**src/rtl/sram_2p_march_bist_pkg.sv**
```systemverilog
// Shared definitions for the 2-port SRAM March C- BIST controller:
// FSM state encodings, the March C- element table, and pipeline/drain lengths.
package sram_2p_march_bist_pkg;

  // FSM state encoding (legacy-compatible constants)
  typedef logic [2:0] state_t;
  localparam state_t ST_IDLE   = 3'd0;
  localparam state_t ST_RUN_A  = 3'd1;
  localparam state_t ST_RUN_B  = 3'd2;
  localparam state_t ST_DRAIN  = 3'd3;
  localparam state_t ST_FINISH = 3'd4;

  // March C- has six elements, indexed 0..5
  localparam int         MARCH_ELEMS = 6;
  localparam logic [2:0] MARCH_LAST  = 3'd5;

  // Per-element tables, bit i describes element i:
  //   0: up w0 | 1: up r0,w1 | 2: up r1,w0 | 3: down r0,w1 | 4: down r1,w0 | 5: up r0
  localparam logic [MARCH_ELEMS-1:0] EL_DOWN = 6'b011000; // descending address order
  localparam logic [MARCH_ELEMS-1:0] EL_RD   = 6'b111110; // element contains a read
  localparam logic [MARCH_ELEMS-1:0] EL_WR   = 6'b011111; // element contains a write
  localparam logic [MARCH_ELEMS-1:0] EL_RVAL = 6'b010100; // read expects all ones
  localparam logic [MARCH_ELEMS-1:0] EL_WVAL = 6'b001010; // write stores all ones

  // Cycles spent flushing the compare pipeline after the last read
  localparam int DRAIN_LEN = 2;
  // Register stages between issuing a read and comparing its data
  localparam int CMP_DEPTH = 2;

  // Table lookup that returns 0 for indices past the last element
  function automatic logic el_bit(input logic [MARCH_ELEMS-1:0] tbl, input logic [2:0] idx);
    return (idx < 3'(MARCH_ELEMS)) ? tbl[idx] : 1'b0;
  endfunction

endpackage

```
**src/rtl/sram_2p_march_bist_cmp.sv**
```systemverilog
// sram_2p_march_cmp: aligns expected data/address/element/port with the
// macro's read data through a CMP_DEPTH-stage pipeline, and captures the
// first miscompare into sticky fail registers.
module sram_2p_march_cmp
  import sram_2p_march_bist_pkg::*;
#(
  parameter int P_DATA_WIDTH = 8,
  parameter int P_ADDR_WIDTH = 8
) (
  input  logic                    clk_i,
  input  logic                    rst_i,
  input  logic                    clr_i,
  input  logic                    rd_i,
  input  logic                    port_i,
  input  logic [P_DATA_WIDTH-1:0] exp_i,
  input  logic [P_ADDR_WIDTH-1:0] addr_i,
  input  logic [2:0]              elem_i,
  input  logic [P_DATA_WIDTH-1:0] a_dout_i,
  input  logic [P_DATA_WIDTH-1:0] b_dout_i,
  output logic                    fail_o,
  output logic [P_ADDR_WIDTH-1:0] fail_addr_o,
  output logic [2:0]              fail_elem_o,
  output logic                    fail_port_o
);

  logic [CMP_DEPTH-1:0]    vld_q;
  logic [CMP_DEPTH-1:0]    port_q;
  logic [P_DATA_WIDTH-1:0] exp_q  [CMP_DEPTH];
  logic [P_ADDR_WIDTH-1:0] addr_q [CMP_DEPTH];
  logic [2:0]              elem_q [CMP_DEPTH];

  logic                    fail_q;
  logic [P_ADDR_WIDTH-1:0] fail_addr_q;
  logic [2:0]              fail_elem_q;
  logic                    fail_port_q;

  logic [P_DATA_WIDTH-1:0] dout;
  logic                    miscompare;

  // Read data from whichever port issued the read now leaving the pipeline
  assign dout       = port_q[CMP_DEPTH-1] ? b_dout_i : a_dout_i;
  assign miscompare = vld_q[CMP_DEPTH-1] && (dout != exp_q[CMP_DEPTH-1]);

  // Shift the expected-value pipeline; only the valid bits need a reset
  always_ff @(posedge clk_i) begin
    // NOTE: the data stages are qualified by vld_q, so leaving them out of reset is safe and saves reset routing.
    if (rst_i) begin
      vld_q  <= '0;
      port_q <= '0;
    end else begin
      vld_q  <= {vld_q[CMP_DEPTH-2:0], rd_i};
      port_q <= {port_q[CMP_DEPTH-2:0], port_i};
    end
    exp_q[0]  <= exp_i;
    addr_q[0] <= addr_i;
    elem_q[0] <= elem_i;
    for (int i = 1; i < CMP_DEPTH; i++) begin
      exp_q[i]  <= exp_q[i-1];
      addr_q[i] <= addr_q[i-1];
      elem_q[i] <= elem_q[i-1];
    end
  end

  // Latch the first miscompare; later ones leave the capture untouched
  always_ff @(posedge clk_i) begin
    if (rst_i || clr_i) begin
      fail_q      <= 1'b0;
      fail_addr_q <= '0;
      fail_elem_q <= '0;
      fail_port_q <= 1'b0;
    end else if (miscompare && !fail_q) begin
      fail_q      <= 1'b1;
      fail_addr_q <= addr_q[CMP_DEPTH-1];
      fail_elem_q <= elem_q[CMP_DEPTH-1];
      fail_port_q <= port_q[CMP_DEPTH-1];
    end
  end

  assign fail_o      = fail_q;
  assign fail_addr_o = fail_addr_q;
  assign fail_elem_o = fail_elem_q;
  assign fail_port_o = fail_port_q;

endmodule

```
**src/rtl/sram_2p_march_bist.sv**
```systemverilog
// sram_2p_march_bist: March C- BIST controller for the BIST port group of
// a 2-port SRAM macro. Define SRAM_2P_MARCH_BIST_PORTB_EN to repeat the full
// March C- on port B after the port-A pass.
module sram_2p_march_bist
  import sram_2p_march_bist_pkg::*;
#(
  parameter int P_DATA_WIDTH = 8,
  parameter int P_ADDR_WIDTH = 8
) (
  input  logic                    CLK,
  input  logic                    RST,
  input  logic                    START,
  output logic                    BUSY,
  output logic                    DONE,
  output logic                    FAIL,
  output logic [P_ADDR_WIDTH-1:0] FAIL_ADDR,
  output logic [2:0]              FAIL_ELEM,
  output logic                    FAIL_PORT,
  output logic                    A_BIST_EN,
  output logic                    A_BIST_MEN,
  output logic                    A_BIST_WEN,
  output logic                    A_BIST_REN,
  output logic [P_ADDR_WIDTH-1:0] A_BIST_ADDR,
  output logic [P_DATA_WIDTH-1:0] A_BIST_DIN,
  output logic [P_DATA_WIDTH-1:0] A_BIST_BM,
  input  logic [P_DATA_WIDTH-1:0] A_DOUT,
  output logic                    B_BIST_EN,
  output logic                    B_BIST_MEN,
  output logic                    B_BIST_WEN,
  output logic                    B_BIST_REN,
  output logic [P_ADDR_WIDTH-1:0] B_BIST_ADDR,
  output logic [P_DATA_WIDTH-1:0] B_BIST_DIN,
  output logic [P_DATA_WIDTH-1:0] B_BIST_BM,
  input  logic [P_DATA_WIDTH-1:0] B_DOUT
);

  localparam logic [P_ADDR_WIDTH-1:0] ADDR_MAX = {P_ADDR_WIDTH{1'b1}};
  localparam logic [P_ADDR_WIDTH-1:0] ADDR_ONE = {{(P_ADDR_WIDTH-1){1'b0}}, 1'b1};
  localparam logic [P_DATA_WIDTH-1:0] DATA_ONES = {P_DATA_WIDTH{1'b1}};

  state_t                  state_q, state_d;
  logic [2:0]              elem_q, elem_d;
  logic [P_ADDR_WIDTH-1:0] addr_q, addr_d;
  logic                    phase_q, phase_d;   // 0 = read slot, 1 = write slot
  logic                    drain_q, drain_d;
  logic                    busy_q, done_q;

  logic                    el_rw, op_rd, op_wr, down, addr_done, addr_term;
  logic                    running, start_ok, a_act;
  logic [P_DATA_WIDTH-1:0] din_d;

  // Decode the current March operation and compute the next sequencer state
  always_comb begin
    // NOTE: every variable gets a default first so no path leaves one unassigned and infers a latch.
    state_d   = state_q;
    elem_d    = elem_q;
    addr_d    = addr_q;
    phase_d   = phase_q;
    drain_d   = drain_q;
    el_rw     = el_bit(EL_RD, elem_q) && el_bit(EL_WR, elem_q);
    op_rd     = el_bit(EL_RD, elem_q) && !phase_q;
    op_wr     = el_bit(EL_WR, elem_q) && (phase_q || !el_bit(EL_RD, elem_q));
    down      = el_bit(EL_DOWN, elem_q);
    addr_done = !el_rw || phase_q;
    addr_term = down ? (addr_q == '0) : (addr_q == ADDR_MAX);
    running   = (state_q == ST_RUN_A) || (state_q == ST_RUN_B);
    start_ok  = START && ((state_q == ST_IDLE) || (state_q == ST_FINISH));

    case (state_q)
      ST_IDLE, ST_FINISH: begin
        if (start_ok) begin
          state_d = ST_RUN_A;
          elem_d  = '0;
          addr_d  = '0;
          phase_d = 1'b0;
        end
      end
      ST_RUN_A, ST_RUN_B: begin
        if (el_rw) phase_d = !phase_q;
        if (addr_done) begin
          addr_d = down ? (addr_q - ADDR_ONE) : (addr_q + ADDR_ONE);
          if (addr_term) begin
            if (elem_q != MARCH_LAST) begin
              elem_d = elem_q + 3'd1;
              addr_d = el_bit(EL_DOWN, elem_q + 3'd1) ? ADDR_MAX : '0;
            end else begin
              elem_d  = '0;
              addr_d  = '0;
              drain_d = 1'b0;
`ifdef SRAM_2P_MARCH_BIST_PORTB_EN
              state_d = (state_q == ST_RUN_A) ? ST_RUN_B : ST_DRAIN;
`else
              state_d = ST_DRAIN;
`endif
            end
          end
        end
      end
      ST_DRAIN: begin
        drain_d = drain_q + 1'b1;
        if (drain_q == 1'(DRAIN_LEN - 1)) state_d = ST_FINISH;
      end
      default: state_d = ST_IDLE;
    endcase
  end

  assign a_act = (state_q == ST_RUN_A);
  assign din_d = (op_wr && el_bit(EL_WVAL, elem_q)) ? DATA_ONES : '0;

  // Sequencer state plus BUSY/DONE status
  always_ff @(posedge CLK) begin
    // NOTE: sequential state uses non-blocking assignments so every register samples pre-edge values.
    if (RST) begin
      state_q <= ST_IDLE;
      elem_q  <= '0;
      addr_q  <= '0;
      phase_q <= 1'b0;
      drain_q <= 1'b0;
      busy_q  <= 1'b0;
      done_q  <= 1'b0;
    end else begin
      state_q <= state_d;
      elem_q  <= elem_d;
      addr_q  <= addr_d;
      phase_q <= phase_d;
      drain_q <= drain_d;
      if (start_ok) begin
        busy_q <= 1'b1;
        done_q <= 1'b0;
      end else if (state_q == ST_DRAIN && state_d == ST_FINISH) begin
        busy_q <= 1'b0;
        done_q <= 1'b1;
      end
    end
  end

  logic                    a_en_q, a_wen_q, a_ren_q;
  logic [P_ADDR_WIDTH-1:0] a_addr_q;
  logic [P_DATA_WIDTH-1:0] a_din_q, a_bm_q;

  // Registered port-A BIST controls; all zero outside the port-A pass
  always_ff @(posedge CLK) begin
    if (RST) begin
      a_en_q   <= 1'b0;
      a_wen_q  <= 1'b0;
      a_ren_q  <= 1'b0;
      a_addr_q <= '0;
      a_din_q  <= '0;
      a_bm_q   <= '0;
    end else begin
      a_en_q   <= a_act;
      a_wen_q  <= a_act && op_wr;
      a_ren_q  <= a_act && op_rd;
      a_addr_q <= a_act ? addr_q : '0;
      a_din_q  <= a_act ? din_d : '0;
      a_bm_q   <= a_act ? DATA_ONES : '0;
    end
  end

  assign A_BIST_EN   = a_en_q;
  assign A_BIST_MEN  = a_en_q;
  assign A_BIST_WEN  = a_wen_q;
  assign A_BIST_REN  = a_ren_q;
  assign A_BIST_ADDR = a_addr_q;
  assign A_BIST_DIN  = a_din_q;
  assign A_BIST_BM   = a_bm_q;

`ifdef SRAM_2P_MARCH_BIST_PORTB_EN
  logic                    b_act;
  logic                    b_en_q, b_wen_q, b_ren_q;
  logic [P_ADDR_WIDTH-1:0] b_addr_q;
  logic [P_DATA_WIDTH-1:0] b_din_q, b_bm_q;

  assign b_act = (state_q == ST_RUN_B);

  // Registered port-B BIST controls; all zero outside the port-B pass
  always_ff @(posedge CLK) begin
    if (RST) begin
      b_en_q   <= 1'b0;
      b_wen_q  <= 1'b0;
      b_ren_q  <= 1'b0;
      b_addr_q <= '0;
      b_din_q  <= '0;
      b_bm_q   <= '0;
    end else begin
      b_en_q   <= b_act;
      b_wen_q  <= b_act && op_wr;
      b_ren_q  <= b_act && op_rd;
      b_addr_q <= b_act ? addr_q : '0;
      b_din_q  <= b_act ? din_d : '0;
      b_bm_q   <= b_act ? DATA_ONES : '0;
    end
  end

  assign B_BIST_EN   = b_en_q;
  assign B_BIST_MEN  = b_en_q;
  assign B_BIST_WEN  = b_wen_q;
  assign B_BIST_REN  = b_ren_q;
  assign B_BIST_ADDR = b_addr_q;
  assign B_BIST_DIN  = b_din_q;
  assign B_BIST_BM   = b_bm_q;
`else
  assign B_BIST_EN   = 1'b0;
  assign B_BIST_MEN  = 1'b0;
  assign B_BIST_WEN  = 1'b0;
  assign B_BIST_REN  = 1'b0;
  assign B_BIST_ADDR = '0;
  assign B_BIST_DIN  = '0;
  assign B_BIST_BM   = '0;
`endif

  sram_2p_march_cmp #(
    .P_DATA_WIDTH(P_DATA_WIDTH),
    .P_ADDR_WIDTH(P_ADDR_WIDTH)
  ) u_cmp (
    .clk_i       (CLK),
    .rst_i       (RST),
    .clr_i       (start_ok),
    .rd_i        (running && op_rd),
    .port_i      (state_q == ST_RUN_B),
    .exp_i       ({P_DATA_WIDTH{el_bit(EL_RVAL, elem_q)}}),
    .addr_i      (addr_q),
    .elem_i      (elem_q),
    .a_dout_i    (A_DOUT),
    .b_dout_i    (B_DOUT),
    .fail_o      (FAIL),
    .fail_addr_o (FAIL_ADDR),
    .fail_elem_o (FAIL_ELEM),
    .fail_port_o (FAIL_PORT)
  );

  assign BUSY = busy_q;
  assign DONE = done_q;

endmodule

```
**config.mk**
```make
export PLATFORM = sky130hd
export DESIGN_NAME = sram_2p_march_bist
export DESIGN_NICKNAME = d
export VERILOG_FILES = /design/src/rtl/sram_2p_march_bist_pkg.sv /design/src/rtl/sram_2p_march_bist_cmp.sv /design/src/rtl/sram_2p_march_bist.sv
export SDC_FILE = /design/constraint.sdc
export NUM_CORES = 1
export LEC_CHECK = 0
export CAP_MARGIN = 5
export CORE_MARGIN = 3
export CORE_UTILIZATION = 45
export DETAILED_ROUTE_END_ITERATION = 7
export PLACE_DENSITY = 0.88
export SETUP_SLACK_MARGIN = 0.3
export SYNTH_ARGS = -nofsm -noshare
export SYNTH_HDL_FRONTEND = slang
export SYNTH_SLANG_ARGS = --single-unit
```
**constraint.sdc**
```tcl
create_clock -name CLK -period 2.7 [get_ports CLK]
set_input_delay 0.27 -clock CLK [delete_from_list [all_inputs] [get_ports CLK]]
set_output_delay 0.27 -clock CLK [all_outputs]
set_load 0.1 [all_outputs]
```
==> metrics, run 1 <==
Clock H-tree levels=3; post-layout instance area=3790 µm²; post-route insts no fill=480; largest net degree at the start of global routing=19; initial antenna violation count=0; Vias/cell=4.90; Pwr Density=632 nW/µm²; Ys Warns=0; DRC viols=0; first-pass iteration count of the detailed router=4; Starting Density=47.8%; fin crit period=roughly 2.3 ns; Yosys reg bits=76; CTS tree=yes; CP Class=register to register; Final Hold Vio Count=0; port buffer count=61; area grow syn2layout=20.6%; post-synth cell types=51; Ant. Diodes=0; max-slew violations=0; area share of the largest cell type after synthesis=48.4%; Netlist Area Pre-Place=3140 µm²; post-layout util=just under 60%; clk_skew=0.00843 ns; Fmax achieved=~0.44 GHz; hold crit path type=register to register; total gr overflow=0; most frequent cell after synthesis=dfxtp_1; Pleak=1.67 nW; clk_lat worst skew=0.33 ns; synth cell count leaders=dfxtp_1 (76), buf_4 (45), nor2_1 (29); nets=408; DR vias=2352; Async SR Flop Fraction=0%; Setup crit start kind=register; wire per inst=12.8 µm; final wirelength=slightly above 6000 µm; CTS buffer count=9; Worst-path clk slew=0.07 ns; share of layout cells above drive strength 1=20.9%; final setup fails=0; GPL Wtd Cong=0.883; Worst EP arrival=2.48 ns; dpl hpwl=4540 µm; die span in y=89.6 µm; register area share after synthesis=48.4%; CTS sink cnt=76; Most used DFF post-synth=dfxtp_1; Die Area=8020 µm²; placed cell areas=3530 µm²; max cap viols=0; CTS Buffer Depth=2; row count=29; gate count after technology mapping=329; number of flops mapped to enable cells by yosys=0; Post-DRT Antenna Nets=0; top cells by area, synth=dfxtp_1 (48%), buf_4 (11%), mux2i_1 (3.8%); vias in the first global route=2123; Critical Path RT=2.92 ns; Total GRT Usage=15.4%; worst hold margin=0.328 ns; crit share post-route=83.7%; RSZ-0062 raised after global routing=false; nature of the critical path endpoint=register; largest vdd supply drop=about 0.24 mV; DR iter-0 viols=187; Root Buffer=clkbuf_8; status=finished, final reports clean; first-pass GRT wire length=between 9000 and 10000 µm; largest fanout on the critical path=6; Cells after DPL=461; core area=about 6600 µm²; Avg Inst Size Synth=9.55 µm²; accumulated negative setup slack=0 ns; Die X=89.6 µm; fillers=528; Synth area leader=dfxtp_1; I/O pin count=90
placed cells by master, fill, tap and decap left out, types with 2 or more instances in the layout:
cell,n
nor2b_1,6
conb_1,28
inv_1,12
a31oi_1,3
and2_1,13
nor4_1,6
nand2_1,13
clkbuf_8,11
a21oi_1,18
nand2b_1,2
nand4_1,6
clkdlybuf4s50_1,18
xnor2_1,4
nor3_1,12
o21bai_1,2
o211ai_1,2
nand3_1,5
or2_2,4
ha_1,6
and3_1,3
o21ai_0,10
dfxtp_1,73
buf_4,51
xor2_1,2
dfxtp_2,3
mux2i_1,12
a2111oi_0,2
nor2_1,29
inv_6,2
and4_1,2
power by group:
part | switching [mW] | total, mW | internal [mW]
logic | 0.310 | 0.374 | 0.0644
registers | 0.0103 | 1.14 | 1.13
clock network | 0.395 | 0.879 | 0.484
sequential cells by signal, summed over array words and instances (netlist names), 3 cells and up, named ones only:
register           flops
A_BIST_ADDR            8
u_cmp.fail_addr_o      8
u_cmp.fail_elem_o      3
u_cmp.addr_q          16
addr_q                 8
state_q                3
elem_q                 3
u_cmp.elem_q           6
layer usage:
layer | vias to the layer above | GRT usage, % | share of wire (%)
met2 | 74 | 26.3 | 52
met3 | 9 | 5.16 | 5.6
met4 | 0 | 5.68 | 1.5
met1 | 1089 | 17.9 | 41
li1 | 1180 | - | -
met5 | - | 0 | 0
final timing paths:
check                                         from            endpoint  slack (ns)  depth (start not counted)
worst max register to register          state_q[0]            register        0.44                          6
worst max-delay path                    state_q[0]            register        0.44                          6
worst min-delay path            u_cmp.addr_q[0][1]  u_cmp.addr_q[1][1]        0.33                          0
worst min register to register  u_cmp.addr_q[0][1]  u_cmp.addr_q[1][1]        0.33                          0
worst max-delay path, stage by stage (launching register included):
cell and delay, ns:
dfxtp_1 0.42, xnor2_1 0.17, a311oi_4 0.37, o32ai_2 0.19, or4_4 0.56, nand2_2 0.12, mux2_1 0.32
metrics by stage:
stage,setup slack [ns],total power [mW]
2_1_floorplan,0.501,1.51
3_3_place_gp,0.323,1.54
3_5_place_dp,0.198,1.54
4_1_cts,0.319,2.41
5_1_grt,0.292,2.48
6_report,0.441,2.39
logic make-up (layout without fill, tap and decap cells):
group	Yosys count	count (layout)	synth area share [%]
multiplexers	13	13	4.18
flip-flops	76	76	48.4
other	1	28	0.119
buffers and inverters	66	97	13.3
adder cells (fa/ha/maj)	7	7	3.03
AND/OR/NAND/NOR	104	104	17.0
XOR/XNOR	6	6	1.67
AO/OA/AOI/OAI	56	56	12.2
final cells by class:
class	count	area [µm²]	share of cell area (%)
clock inverter	4	55.1	1.45
clock buffer	12	155	4.09
sequential	76	1530	40.2
timing repair buffer	69	563	14.9
tap	93	116	3.07
multi-input combinational	214	1330	35.1
inverter	12	45.0	1.19
what timing repair did:
action	CTS	global route
hold buffers	0	0
setup buffers	0	3
setup endpoints to repair	2	3
resized for setup	2	5
pin swaps	0	2
hold endpoints to repair	0	0
No activity file was read; power rests on OpenSTA's default activity.
==> run 2: changes to the inputs <==
==> constraint.sdc (replaced) <==
create_clock -name CLK -period 2.1 [get_ports CLK]
set_input_delay 0.21 -clock CLK [delete_from_list [all_inputs] [get_ports CLK]]
set_output_delay 0.21 -clock CLK [all_outputs]
set_load 0.1 [all_outputs]
==> run 2 against run 1 <==
The run now ends with negative setup slack left. Core utilization rose by 11 points. Combinational power is 45% higher. Worst setup slack lost 0.62 ns. Critical path type unchanged. Count of clock-buffer cells in the layout down 2. Hold slack better by 0.0035 ns. Die area is the same. Global-route usage grew 6.1 points.
==> metrics, run 2 (synthesis results as in run 1) <==
row count=29 (unchanged); max cap viols=0 (unchanged); first-pass iteration count of the detailed router=6 (+2); Setup crit start kind=register; post-layout instance area=4500 µm² (+19%); Total GRT Usage=21.6% (+6.1 points); CP Class=register to register; largest vdd supply drop=0.473 mV (+96%); wire per inst=20.0 µm (+57%); initial antenna violation count=0 (unchanged); core area=6570 µm² (unchanged); Die X=89.6 µm (unchanged); largest fanout on the critical path=6 (unchanged); Worst Reg-to-Reg Cells=9 (+3); CTS tree=yes; Clock H-tree levels=3 (unchanged); hold path depth=0 (unchanged); nets=448 (+9.8%); first-pass GRT wire length=12900 µm (+37%); post-layout util=68.5% (+11 points); Starting Density=47.8% (unchanged); placed cell areas=3740 µm² (+6.1%); largest net degree at the start of global routing=20 (+1); most frequent cells in the layout=buf_4 (78), dfxtp_1 (68), conb_1 (28); Worst-path clk slew=0.09 ns (+0.02 ns); port buffer count=61 (unchanged); Die Area=8020 µm² (unchanged); status=finished with violations; GPL Wtd Cong=0.961 (+8.7%); crit share post-route=108% (+25 points); Worst EP arrival=2.57 ns (+0.09 ns); failing checks=negative setup slack; Largest register FFs=16 (unchanged); Root Buffer=clkbuf_8; clk_lat worst skew=0.36 ns (+0.03 ns); setup ws final=-0.177 ns (-0.618 ns); nature of the critical path endpoint=register; clk_skew=0.0188 ns (+0.0103 ns); Post-DRT Antenna Nets=0 (unchanged); RSZ-0062 raised after global routing=true; final setup fails=4 (+4); accumulated negative setup slack=-0.448 ns (-0.448 ns); max-slew violations=0 (unchanged); hold crit path type=register to register; CTS Buffer Depth=2 (unchanged); Vias/cell=5.61 (+15%); worst hold margin=0.332 ns (+0.00350 ns); Final Hold Vio Count=0 (unchanged); dpl hpwl=5020 µm (+11%); Critical Path RT=2.39 ns (-0.53 ns); fin crit period=2.28 ns (+0.0180 ns); vias in the first global route=2622 (+24%); DR iter-0 viols=391 (+110%); fillers=433 (-18%); final wirelength=10400 µm (+70%); DRC viols=0 (unchanged); Pwr Density=749 nW/µm² (+19%); die span in y=89.6 µm (unchanged); area grow syn2layout=43.2%; DR vias=2918 (+24%); Ant. Diodes=0 (unchanged); total gr overflow=0 (unchanged); most common cell after layout, fill and taps aside=buf_4; I/O pin count=90 (unchanged); Fmax achieved=0.439 GHz (-0.79%); Pleak=1.96 nW (+17%); share of layout cells above drive strength 1=38.9% (+18 points); CTS buffer count=9 (unchanged); Most flops, register=u_cmp.addr_q; CTS sink cnt=76 (unchanged)
run 2: changes by cell type in the layout (fill, tap and decap cells not counted), moves of 5 or more:
cell | before | now
a21oi_1 | 18 | 12
buf_4 | 51 | 78
dfxtp_1 | 73 | 68
buf_6 | 0 | 12
o21ai_0 | 10 | 2
nor2_1 | 29 | 24
o21ai_1 | 0 | 5
run 2: metal layers:
metal | vias up | part of all wire, % | GRT usage (%)
met2 | 225 | 48 | 38.5
met5 | - | 0 | 0
met4 | 0 | 6.1 | 11.4
met1 | 1368 | 37 | 23.1
li1 | 1259 | - | -
met3 | 66 | 8.4 | 5.62
run 2: worst paths after layout:
kind                             end         startpoint  slack, ns
setup / recovery           addr_q[7]           register      -0.18
hold / removal    u_cmp.exp_q[0][14]  u_cmp.exp_q[0][7]       0.33
setup reg to reg           addr_q[7]           register      -0.18
hold reg to reg   u_cmp.exp_q[0][14]  u_cmp.exp_q[0][7]       0.33
run 2: layout make-up:
type,count,area (µm²),share of cell area [%]
timing repair buffer,109,921,20.5
sequential,76,1540,34.2
tap,93,116,2.59
multi-input combinational,214,1640,36.4
clock buffer,10,128,2.84
inverter,12,47.5,1.06
clock inverter,6,113,2.50
run 2: repair_timing:
| action | CTS | global route |
|---|---|---|
| gates cloned | 0 | 0 |
| hold buffers | 0 | 0 |
| pin swaps | 18 | 35 |
| hold endpoints to repair | 0 | 0 |
| endpoints found under the setup margin | 15 | 29 |
| setup buffers | 14 | 7 |
| resized for setup | 32 | 50 |
run 2: through the flow:
step,power [mW],std cells,worst slack [ns]
final,3.37,520,-0.177
after global routing,3.46,520,-0.218
after CTS,3.30,513,0.0313
after detailed placement,2.00,483,-0.0741
after global placement,1.99,483,0.00281
after floorplan,1.96,356,0.0238
run 2: report_power, final:
part           total [mW]  switching, mW  internal, mW
clock                1.36          0.565         0.792
combinational       0.542          0.428         0.114
sequential           1.47         0.0192          1.45
run 2: critical path, stage by stage, from the launching register on:
cell	delay, ns
dfxtp_1	0.31
a21boi_4	0.14
buf_12	0.14
ha_1	0.40
inv_1	0.10
nor2_2	0.24
a2111oi_2	0.11
nor3_1	0.30
mux2i_1	0.31
a32o_1	0.15
